===== config.mk =====
export PLATFORM = sky130hd
export DESIGN_NAME = window_scan_ctrl
export DESIGN_NICKNAME = d
export VERILOG_FILES = /design/src/rtl/window_scan_ctrl.sv
export SDC_FILE = /design/constraint.sdc
export NUM_CORES = 1
export LEC_CHECK = 0
export ABC_AREA = 0
export CAP_MARGIN = 5
export CORE_MARGIN = 3
export CORE_UTILIZATION = 34
export DETAILED_ROUTE_END_ITERATION = 10
export HOLD_SLACK_MARGIN = 0.06
export PLACE_DENSITY_LB_ADDON = 0.12
export SYNTH_ARGS = -nofsm -noshare
export SYNTH_HDL_FRONTEND = slang
export SYNTH_SLANG_ARGS = --single-unit

===== constraint.sdc =====
create_clock -name Clock -period 3 [get_ports Clock]
set_input_delay 0.45 -clock Clock [delete_from_list [all_inputs] [get_ports Clock]]
set_output_delay 0.45 -clock Clock [all_outputs]
set_load 0.02 [all_outputs]

===== src/rtl/window_scan_ctrl.sv =====
// window_scan_ctrl: time-shares one window comparator over NCH channels,
// filters results per channel and raises sticky high/low alarms.
module window_scan_ctrl #(
  parameter int NCH = 4,
  parameter int W = 4,
  parameter int PERSIST = 3,
  localparam int CW = $clog2(NCH)
) (
  input  logic           Clock,
  input  logic           Reset,
  input  logic           Start,
  output logic           Busy,
  output logic           Done,
  input  logic           Cfg_Write,
  input  logic [CW-1:0]  Cfg_Chan,
  input  logic [W-1:0]   Cfg_Top,
  input  logic [W-1:0]   Cfg_Bottom,
  input  logic [NCH*W-1:0] Chan_Value,
  output logic [W-1:0]   Cmp_Top,
  output logic [W-1:0]   Cmp_Value,
  output logic [W-1:0]   Cmp_Bottom,
  input  logic           Too_High,
  input  logic           OK,
  input  logic           Too_Low,
  output logic [NCH-1:0] Alarm_High,
  output logic [NCH-1:0] Alarm_Low,
  input  logic [NCH-1:0] Clear
);

  typedef enum logic [1:0] {
    S_IDLE,
    S_DRIVE,
    S_SAMPLE,
    S_DONE
  } state_t;

  localparam logic [CW-1:0] LAST = CW'(NCH - 1);
  localparam logic [2:0] P_SAT = 3'(PERSIST);

  state_t state, nxt_state;
  logic [CW-1:0] chan, nxt_chan;

  logic [W-1:0] top_tbl [NCH];
  logic [W-1:0] bot_tbl [NCH];
  logic [2:0] hi_cnt [NCH];
  logic [2:0] lo_cnt [NCH];

  logic [2:0] cur_hi, cur_lo;
  logic [2:0] nxt_hi, nxt_lo;
  logic is_hi, is_lo, is_ok;
  logic cfg_ok;

  assign cfg_ok = int'(Cfg_Chan) < NCH;

  // Scan state and channel pointer
  always_ff @(posedge Clock) begin
    if (Reset) begin
      state <= S_IDLE;
      chan <= '0;
    end else begin
      state <= nxt_state;
      chan <= nxt_chan;
    end
  end

  // Next-state sequencing and status outputs
  always_comb begin
    nxt_state = state;
    nxt_chan = chan;
    Busy = 1'b0;
    Done = 1'b0;
    unique case (state)
      S_IDLE: begin
        if (Start) begin
          nxt_state = S_DRIVE;
          nxt_chan = '0;
        end
      end
      S_DRIVE: begin
        Busy = 1'b1;
        nxt_state = S_SAMPLE;
      end
      S_SAMPLE: begin
        Busy = 1'b1;
        if (chan == LAST) begin
          nxt_state = S_DONE;
        end else begin
          nxt_chan = chan + 1'b1;
          nxt_state = S_DRIVE;
        end
      end
      S_DONE: begin
        Done = 1'b1;
        nxt_state = S_IDLE;
      end
      default: nxt_state = S_IDLE;
    endcase
  end

  // Limit table, writable in any state
  always_ff @(posedge Clock) begin
    if (Reset) begin
      for (int i = 0; i < NCH; i++) begin
        top_tbl[i] <= '1;
        bot_tbl[i] <= '0;
      end
    end else if (Cfg_Write && cfg_ok) begin
      top_tbl[Cfg_Chan] <= Cfg_Top;
      bot_tbl[Cfg_Chan] <= Cfg_Bottom;
    end
  end

  // Comparator drive, latched once per channel in DRIVE
  always_ff @(posedge Clock) begin
    if (Reset) begin
      Cmp_Top <= '1;
      Cmp_Value <= '0;
      Cmp_Bottom <= '0;
    end else if (state == S_DRIVE) begin
      Cmp_Top <= top_tbl[chan];
      Cmp_Bottom <= bot_tbl[chan];
      Cmp_Value <= Chan_Value[int'(chan)*W +: W];
    end
  end

  assign is_hi = Too_High;
  assign is_lo = !Too_High && Too_Low;
  assign is_ok = !Too_High && !Too_Low && OK;

  // Filter update for the channel under sample
  always_comb begin
    cur_hi = hi_cnt[chan];
    cur_lo = lo_cnt[chan];
    nxt_hi = '0;
    nxt_lo = '0;
    unique case (1'b1)
      is_hi: nxt_hi = (cur_hi == P_SAT) ? P_SAT : cur_hi + 3'd1;
      is_lo: nxt_lo = (cur_lo == P_SAT) ? P_SAT : cur_lo + 3'd1;
      is_ok: begin
        nxt_hi = '0;
        nxt_lo = '0;
      end
      default: begin
        nxt_hi = '0;
        nxt_lo = '0;
      end
    endcase
  end

  // Counters and sticky alarms; a set beats a same-edge clear
  always_ff @(posedge Clock) begin
    if (Reset) begin
      Alarm_High <= '0;
      Alarm_Low <= '0;
      for (int i = 0; i < NCH; i++) begin
        hi_cnt[i] <= '0;
        lo_cnt[i] <= '0;
      end
    end else begin
      for (int i = 0; i < NCH; i++) begin
        if (Clear[i]) begin
          Alarm_High[i] <= 1'b0;
          Alarm_Low[i] <= 1'b0;
        end
        if (state == S_SAMPLE && chan == CW'(i)) begin
          hi_cnt[i] <= nxt_hi;
          lo_cnt[i] <= nxt_lo;
          if (nxt_hi == P_SAT) Alarm_High[i] <= 1'b1;
          if (nxt_lo == P_SAT) Alarm_Low[i] <= 1'b1;
        end
      end
    end
  end

endmodule


==> results.toml, run 1 <==
[hold_path]
holdPathStages = 1
hold_path.class = "reg2reg"

[critical_path]
rr_worst_depth = 5
slowest_delay_ns = 0.62
startpoint_type = "register"
path_class = "reg2reg"
critPathMaxFanout = 8
cp-end-kind = "register"
crit_arrival_ns = 2.53
cp_slowest_cell = "mux4_1"
path_cells = "mux4_1 -> ha_1 -> and2b_1 -> o21ai_0 -> nor2_1"
cp.required_ns = 3.09

[cells_and_area]
fin_nets = 399
design_area_um2 = 4780
fin_cells = 492
drive_gt1_share_pct = 15.2
final_common_cell = "clkdlybuf4s50_1"
final_cell_mix = "clkdlybuf4s50_1 (57), edfxtp_1 (56), nor2_1 (43), dfxtp_1 (26), nand2b_1 (23)"
num_antenna_cells = 0
area_delta_synth_final_pct = 25.6

[routing]
num_vias = 2397
wire_per_inst_um = 17.0
drt-pass1-iter-count = 5
drtIter0Drc = 159
drt-total-wl_mm = 8.35
drc = 0
antenna_left = 0
vias_per_cell = 4.87

[die]
boundaryPins = 59
core_area_um2 = 10600
std_cell_rows = 37
start_util_pct = 35.9
fp.dieW_um = 112
die_h_um = 112
fp.dieArea_um2 = 12500

[synthesis]
syn_inst = 290
syn_avg_cell_area_um2 = 13.1
syn_nets = 338
synth_cell_type_count = 40
synth.area.top_cells = "edfxtp_1 (44%), dfxtp_1 (14%), mux4_2 (8.9%)"
yosys.area.top_type = "edfxtp_1"
async_flop_share_pct = 0
synth.yosys.seq_area_share_pct = 57.9
synth_top_flop_cell = "edfxtp_1"
postSynthRegisterBits = 82
synth-edff-count = 56
yosysWarningCount = 0
synth_area_um2 = 3800
synth_top_area_share_pct = 44.2

[global_routing]
use_met1_pct = 18.2
use_met3_pct = 2.66
track_usage_pct = 13.9
top_usage_layer = "met2"
grt_pass1_wl_mm = 13.3
antenna_found_initial = 0
overflow = 0
met2_usage_pct = 22.4
grt_pass1_vias = 2489
grt_max_degree = 40

[timing]
fin_crit_sh_pct = 81.4
setup_tns_ns = 0
rsz0062_at_grt = "no"
slew_headroom_pct = 57.2
max_freq_mhz = 410
finalMaxSlewViolations = 0
finalSetupViolCount = 0
skew_ns = 0.00592
min_period_ns = 2.44
worst_pin_slew_ns = 0.641
hold_viol_final = 0

[clock_tree]
numCtsBuffers = 9
clockBufferDepth = 2
post_cts_buffers = 0
cts-resized-gates = 0
clock_latency_ns = 0.35
clk_pin_slew_ns = 0.08
clock_sinks = 82
cts_tree = "built"
postCtsHoldBufs = 0
cts-root-buf = "clkbuf_8"
htreeDepth = 3

[place]
dpl_cell_area_um2 = 4540
dp_cells = 476
io_buffers = 57
place.gp.congestion = 0.732
dp_hpwl_mm = 5.87

[power]
p_leak_uw = 0.00168
p_per_area_nw_per_um2 = 566
ir_drop_uv = 198

[status]
outcome = "finished clean"

[job]
cap_violations = 0
==> metal layers <==
layer	wire [um]	share of wire (%)
met1	3740	45
met2	4140	50
met3	378	4.5
met4	98	1.2
met5	0	0
==> cell type report <==
| type | count | area [um2] |
|---|---|---|
| clock buffer | 10 | 138 |
| multi-input combinational | 186 | 1510 |
| sequential | 82 | 2200 |
| tap | 136 | 170 |
| fill | 988 | 5820 |
| timing repair buffer | 65 | 631 |
| inverter | 7 | 26.3 |
| clock inverter | 6 | 104 |
==> sequential cells by signal, summed over array words and instances (netlist names), named ones only <==
signal / flops
state: 2
hi_cnt: 12
top_tbl: 16
chan: 2
bot_tbl: 16
Cmp_Bottom: 4
Cmp_Top: 4
lo_cnt: 12
Alarm_Low: 4
Alarm_High: 4
Cmp_Value: 4
==> power breakdown <==
| part | internal (uW) | switching (uW) |
|---|---|---|
| combinational | 212 | 209 |
| clock | 570 | 398 |
| sequential | 1280 | 33.3 |
| total | 2070 | 640 |
==> Yosys cell counts, types with 5 or more instances <==
cell / instances
mux4_2: 15
ha_1: 11
nor2b_1: 7
mux2i_1: 9
nand2_1: 9
nor2_1: 43
and2_1: 16
edfxtp_1: 56
nand2b_1: 23
inv_1: 7
dfxtp_1: 26
clkbuf_1: 8
o21ai_0: 5
or2_2: 7
==> kinds of logic (layout without fill, tap and decap cells) <==
| group | count (synthesis) | count (layout) | share of synthesized area (%) |
|---|---|---|---|
| simple gates | 119 | 119 | 16.9 |
| flops | 82 | 82 | 57.9 |
| mux | 28 | 28 | 13.2 |
| fa+ha+maj | 11 | 11 | 3.62 |
| compound gates | 28 | 28 | 5.89 |
| buf+inv | 22 | 88 | 2.47 |
==> stage by stage <==
step                worst slack [ns]  utilization (%)  hold slack, ns  total power (uW)
floorplan                      0.948                -           0.523              1590
global placement               0.573             42.8           0.459              1760
detailed placement             0.554             42.8           0.459              1770
CTS                            0.539             45.1           0.478              2750
global route                   0.322             45.1           0.495              2830
finish                         0.559             45.1           0.475              2710
==> final timing paths <==
path,slack [ns],from,endpoint
max,0.56,register,hi_cnt[0][1]
min,0.48,Alarm_High[0],Alarm_High[0]
max reg2reg,0.56,register,hi_cnt[0][1]
min reg2reg,0.48,Alarm_High[0],Alarm_High[0]
==> critical path: cells and delay by family, from the launching register on <==
kind,cells,cell delay (ns)
compound gates,1,0.37
fa+ha+maj,1,0.30
flops,1,0.60
mux,1,0.62
simple gates,2,0.29
No activity file was read; power rests on OpenSTA's default activity.
==> run 2, diff against run 1 <==
==> constraint.sdc (replaced) <==
create_clock -name Clock -period 2.15 [get_ports Clock]
set_input_delay 0.3225 -clock Clock [delete_from_list [all_inputs] [get_ports Clock]]
set_output_delay 0.3225 -clock Clock [all_outputs]
set_load 0.02 [all_outputs]
==> run 2 against run 1 <==
  * Clock-buffer cell count increased by 5
  * Final area up 0.63%
  * Combinational power is 46% higher
  * Hold slack gained 0.0022 ns
  * Non-clock buffer count grew 11
  * Register-to-register slack got worse by 0.47 ns
==> results.toml, run 2 (synthesis results as in run 1) <==
[power]
p_per_area_nw_per_um2 = 702
p_int_uw = 2520
p_sw_share_pct = 25.3
p_total_uw = 3380
ir_drop_uv = 301
clkPwrFrac_pct = 27.5
p_leak_uw = 0.00170
combinationalPowerShare_pct = 18.2
p_sw_uw = 853
seqPwrFrac_pct = 54.2

[critical_path]
cp-end-kind = "register"
cp.required_ns = 2.43
startpoint_type = "register"
reg2reg_slack_ns = 0.09
path_class = "reg2reg"
rr_worst_depth = 8
critPathMaxFanout = 4
crit_arrival_ns = 2.35
rr_endpoint = "Alarm_Low[0]"

[die]
std_cell_rows = 37
fp.dieArea_um2 = 12500
fp.dieW_um = 112
die_h_um = 112
boundaryPins = 59
core_area_um2 = 10600
start_util_pct = 35.9

[timing]
rsz0062_at_grt = "no"
setup_tns_ns = 0
slew_headroom_pct = 75.3
min_period_ns = 2.06
hold_viol_final = 0
worst_pin_slew_ns = 0.371
finalSetupViolCount = 0
fin_crit_sh_pct = 95.9
finalMaxSlewViolations = 0
worst_slack_ns = 0.0872
skew_ns = 0.00711
max_freq_mhz = 485

[clock_tree]
cts_tree = "built"
numCtsBuffers = 9
postCtsHoldBufs = 0
clockBufferDepth = 2
clock_sinks = 82
post_cts_buffers = 0
cts-root-buf = "clkbuf_8"
clock_latency_ns = 0.34
htreeDepth = 3
clk_pin_slew_ns = 0.07

[routing]
drt-pass1-iter-count = 4
wire_per_inst_um = 16.4
vias_per_cell = 4.78
antenna_left = 0
drt-total-wl_mm = 8.26
drc = 0
drtIter0Drc = 160
num_vias = 2405

[cells_and_area]
final_cell_mix = "edfxtp_1 (56), clkdlybuf4s50_1 (56), nor2_1 (43), dfxtp_1 (24), nand2b_1 (23)"
area_delta_synth_final_pct = 26.4
reg.largest.list = "bot_tbl: 16 flops, top_tbl: 16 flops"
fin_nets = 410
drive_gt1_share_pct = 17.7
num_antenna_cells = 0
design_area_um2 = 4810
final_core_util_pct = 45.4
multi_input_area_um2 = 1540
fillers = 1008
regArea_um2 = 2210

[job]
cap_violations = 0

[place]
io_buffers = 57
dpl_cell_area_um2 = 4620
dp_slack_ns = -0.0290
dp_hpwl_mm = 5.89
place.gp.congestion = 0.717

[global_routing]
grt_pass1_vias = 2510
antenna_found_initial = 0
grt_pass1_wl_mm = 13.5
grt_max_degree = 25
overflow = 0
track_usage_pct = 14.1

[hold_path]
min_from = "Alarm_High[0]"
hold_path.class = "reg2reg"
hold_end = "Alarm_High[0]"
holdPathStages = 1

[status]
outcome = "finished clean"
run 2: timing repair:
action	4_1_cts	5_1_grt
endpoints found under the setup margin	3	9
resized for setup	2	10
pin swaps	0	2
gates cloned	0	0
run 2: layout make-up:
type	count	share of cell area, %
sequential	82	46.0
multi-input combinational	186	32.0
timing repair buffer	76	14.9
tap	136	3.54
clock buffer	15	3.04
inverter	7	0.546
clock inverter	1	0.0781
run 2: stage by stage:
step                      hold slack [ns]  std cells
after CTS                           0.479        503
final                               0.477        503
after global routing                0.499        503
after global placement              0.458        487
after floorplan                     0.477        290
after detailed placement            0.460        487
run 2: how the worst max path moves through the flow:
stage / from / endpoint
floorplan: register / hi_cnt[0][1]
detailed placement: register / Alarm_Low[0]
finish: register / Alarm_Low[0]
global placement: register / Alarm_Low[2]
global route: register / Alarm_Low[1]
CTS: register / Alarm_Low[0]
run 2: power groups by stage:
stage | combinational (uW) | sequential, uW | clock (uW)
after floorplan | 331 | 1890 | 0
after global placement | 606 | 1870 | 0
after detailed placement | 612 | 1870 | 0
after CTS | 615 | 1830 | 970
after global routing | 679 | 1850 | 1040
final | 616 | 1830 | 930
run 2: metal layers:
layer  track usage [%]  vias to the layer above  part of all wire [%]
met5                 0                        -                     0
met4              4.62                        0                   1.2
met3              3.75                        6                   3.4
met2              22.9                       46                    49
met1              18.3                     1169                    46
li1                  -                     1184                     -
run 2: critical path: stages (launching register included):
cell and delay [ns]:
dfxtp_4 0.38, mux2_4 0.33, mux2i_1 0.17, inv_1 0.10
ha_4 0.28, nand2_1 0.10, o221ai_2 0.19, and4_4 0.31
a22o_1 0.15
==> run 3, diff against run 2 <==
--- a/config.mk
+++ b/config.mk
@@ -7,6 +7,8 @@
 export LEC_CHECK = 0
 export ABC_AREA = 0
 export CAP_MARGIN = 5
+export CELL_PAD_IN_SITES_DETAIL_PLACEMENT = 0
+export CELL_PAD_IN_SITES_GLOBAL_PLACEMENT = 1
 export CORE_MARGIN = 3
 export CORE_UTILIZATION = 34
 export DETAILED_ROUTE_END_ITERATION = 10
==> run 3 against run 2 <==
  * Clock-buffer cell count shrank 3
  * Utilization up 0.27 points
  * Via count is 1.3% lower
  * Critical endpoint is now Busy
  * Highest routed layer unchanged
==> results.toml, run 3 (synthesis results as in run 1) <==
[clock_tree]
clk_pin_slew_ns = 0.08
clock_latency_ns = 0.35
post_cts_buffers = 0
cts-root-buf = "clkbuf_8"
cts_tree = "built"
clockBufferDepth = 2
postCtsHoldBufs = 0
cts-resized-gates = 0
clock_sinks = 82
numCtsBuffers = 9
htreeDepth = 3

[global_routing]
track_usage_pct = 13.7
grt_max_degree = 25
overflow = 0
grt_pass1_vias = 2522
grt_pass1_wl_mm = 13.3
antenna_found_initial = 0

[power]
p_leak_uw = 0.00171
p_per_area_nw_per_um2 = 735
ir_drop_uv = 382

[timing]
hold_slack_ns = 0.473
finalSetupViolCount = 0
finalMaxSlewViolations = 0
worst_slack_ns = 0.101
slew_headroom_pct = 75.5
min_period_ns = 2.05
rsz0062_at_grt = "no"
fin_crit_sh_pct = 95.3
skew_ns = 0.0115
setup_tns_ns = 0
max_freq_mhz = 488
hold_viol_final = 0
worst_pin_slew_ns = 0.368

[status]
outcome = "finished clean"

[cells_and_area]
final_core_util_pct = 45.6
fin_nets = 410
drive_gt1_share_pct = 18.3
final_common_cell = "clkdlybuf4s50_1"
reg.largest.list = "bot_tbl: 16 flops, top_tbl: 16 flops"
area_delta_synth_final_pct = 27.2
final_cell_mix = "clkdlybuf4s50_1 (57), edfxtp_1 (56), nor2_1 (43), dfxtp_1 (24), nand2b_1 (23)"
num_antenna_cells = 0
fillers = 976

[routing]
vias_per_cell = 4.72
drtIter0Drc = 164
wire_per_inst_um = 15.9
num_vias = 2374
drc = 0
drt-total-wl_mm = 7.98
drt-pass1-iter-count = 4
antenna_left = 0

[job]
cap_violations = 0

[critical_path]
critPathMaxFanout = 4
cp-end-kind = "output port"
startpoint_type = "register"
path_class = "reg2out"
rr_endpoint = "Alarm_Low[1]"
reg2reg_slack_ns = 0.11
crit_arrival_ns = 1.73
rr_worst_depth = 6
cp.required_ns = 1.83

[die]
start_util_pct = 35.9
boundaryPins = 59
fp.dieW_um = 112
std_cell_rows = 37
core_area_um2 = 10600
fp.dieArea_um2 = 12500
die_h_um = 112

[hold_path]
hold_end = "Alarm_High[2]"
holdPathStages = 1
hold_path.class = "reg2reg"
min_from = "Alarm_High[2]"

[place]
io_buffers = 57
dp_hpwl_mm = 5.82
dp_slack_ns = 0.0228
place.gp.congestion = 0.735
==> run 3: metrics by stage <==
step	instance area [um2]	power, uW	instances
global route	4840	3740	503
finish	4840	3550	503
global placement	4620	2480	487
floorplan	3800	2220	290
detailed placement	4620	2480	487
CTS	4820	3610	503
==> run 3: final cells by class <==
| cell class | count | area (um2) | share of cell area, % |
|---|---|---|---|
| clock inverter | 4 | 52.6 | 1.09 |
| sequential | 82 | 2210 | 45.7 |
| timing repair buffer | 76 | 713 | 14.7 |
| clock buffer | 12 | 145 | 3.00 |
| inverter | 7 | 26.3 | 0.543 |
| multi-input combinational | 186 | 1520 | 31.4 |
| tap | 136 | 170 | 3.52 |
==> run 3: metal layers <==
| metal | vias up | GRT usage [%] | wire length [um] |
|---|---|---|---|
| li1 | 1188 | - | - |
| met1 | 1134 | 18.5 | 3770 |
| met2 | 43 | 21.6 | 3800 |
| met3 | 9 | 3.26 | 291 |
| met4 | 0 | 4.87 | 115 |
| met5 | - | 0 | 0 |
==> run 3: worst max-delay path: stages (launching register included) <==
cell and delay (ns):
dfxtp_1 0.38, inv_1 0.11, ha_1 0.30, clkdlybuf4s50_1 0.59
==> run 3: worst max-delay path by stage <==
stage                        start      endpoint  slack (ns)
final                     state[0]          Busy        0.10
after floorplan           register  hi_cnt[0][1]         0.1
after global placement    register  hi_cnt[0][1]        0.04
after detailed placement  register  Alarm_Low[2]        0.02
after CTS                 register  Alarm_Low[1]      0.0003
after global routing      state[0]          Busy       0.005
==> run 3: power by group <==
part / leakage [uW] / switching (uW) / internal [uW]
Sequential: 0.000776 / 41.0 / 1790
Clock: 0.000101 / 543 / 572
Combinational: 0.000837 / 295 / 314
==> patch, RTL diff (settings of run 3) <==
Re-encode `state_t` (4 states) as one-hot, 4 bits wide.
--- a/src/rtl/window_scan_ctrl.sv
+++ b/src/rtl/window_scan_ctrl.sv
@@ -28,9 +28,9 @@
 );
 
-  typedef enum logic [1:0] {
-    S_IDLE,
-    S_DRIVE,
-    S_SAMPLE,
-    S_DONE
+  typedef enum logic [3:0] {
+    S_IDLE   = 4'b0001,
+    S_DRIVE  = 4'b0010,
+    S_SAMPLE = 4'b0100,
+    S_DONE   = 4'b1000
   } state_t;
 
Check against the original RTL: no difference found for any inputs over 10 cycles, from zero or initial values and one cycle with Reset high; not proved beyond that.
==> patch against run 3 <==
Maximum frequency down 0.56%; wire length grew 0.20%; sequential cell count up 2; synthesized cell count is 1.7% higher; synthesized area fell by 3.0%; die area is 2.8% lower; cell area decreased by 0.62%; setup slack worse by 12 ps; critical endpoint is now Alarm_High[3]$_SDFF_PP0_.
Power is not compared: it rests on default switching activity, and its combinational part moved more than twofold at a synthesized area within 25%.
==> patch: results (changes against run 3) <==
Run status
  – Outcome: finished, final reports clean (unchanged)

Worst setup path
  – Capturing point of the worst reg2reg path: Alarm_High[3]$_SDFF_PP0_ (was Alarm_Low[1]$_SDFF_PP0_)
  – FF-to-FF path depth: 8 (was 6)
  – CP endpoint: Alarm_High[3]$_SDFF_PP0_ (was Busy)
  – Slowest CP cell: mux4_2 (was clkdlybuf4s50_1)
  – Flop2flop setup slack: 90 ps (was 110 ps)

Placement
  – Routability cong.: 0.6918 (was 0.7345)
  – Post-Place Worst Slack: 23.01 ps (was 22.77 ps)
  – Hpwl dp: 5.592 mm (was 5.819 mm)
  – DP Cell Count: 498 (was 487)

Min path
  – Worst Hold Endpoint: Cmp_Value[1]$_SDFFE_PP0P_ (was Alarm_High[2]$_SDFF_PP0_)
  – Hold Startpoint: Cmp_Value[1]$_SDFFE_PP0P_ (was Alarm_High[2]$_SDFF_PP0_)

Synth
  – Largest cells by area after synthesis: edfxtp_1, dfxtp_1, mux4_2 (unchanged)
  – Post-synthesis adder-cell area fraction: 2.035% (was 3.618%)
  – Synth Area in Compound Gates: 5.019% (was 5.888%)
  – Post-synthesis mux area share: 10.99% (was 13.22%)
  – XOR/XNOR Fraction of Synth Area: 0.2374% (was 0%)
  – Synth cell count leaders: edfxtp_1, nand2_1, nor2_1, dfxtp_1, mux4_2 (was edfxtp_1, nor2_1, dfxtp_1, nand2b_1, and2_1)
  – Synth cell types: 35 (was 40)

Clocking
  – # resized after CTS: 2 (was 0)

Final layout
  – Fillers: 989 (was 976)
  – Fin cells: 517 (was 503)
  – Layout cells sized above 1: 18.37% (was 18.26%)

STA
  – Skew final: 8.296 ps (was 11.54 ps)
  – Tightest Pin Transition: 435.3 ps (was 367.7 ps)
  – Hold Slack: 456.6 ps (was 473.5 ps)
  – Fin crit share: 95.85% (was 95.32%)

Global routing
  – GRT Overall Usage: 14.00% (was 13.70%)
  – Vias in the first global route: 2,447 (was 2,522)
  – First-pass GRT wire length: 12.64 mm (was 13.29 mm)

Route
  – Number of DRC markers in iteration 0: 87 (was 164)
  – Routed len/inst: 15.46 um (was 15.85 um)
patch: area by class of cell:
class                           instances  share of cell area [%]
Clock buffer                           10                   2.655
Clock inverter                          6                   1.484
Inverter                                6                  0.4685
Multi-Input combinational cell        194                   29.10
Sequential cell                        84                   46.67
Tap cell                              136                   3.540
Timing Repair Buffer                   81                   16.09
patch: per-layer routing:
layer  global-route usage, %  routed length (um)
met5                       0                   0
met3                   3.087                 370
met1                   18.74                3729
met2                   22.57                3810
met4                   4.749                  80
patch: per-stage QoR:
stage          instance area (um2)  setup TNS (ps)
6_report                      4807               0
5_1_grt                       4807          -6.440
4_1_cts                       4766               0
3_5_place_dp                  4567               0
3_3_place_gp                  4567               0
2_1_floorplan                 3690               0
patch: worst reg2reg max path: cells and delay by family (launching register included):
kind | cells | cell delay [ps]
mux | 1 | 530
compound gates | 3 | 450
flops | 1 | 350
fa+ha+maj | 1 | 310
buf+inv | 2 | 290
simple gates | 1 | 50
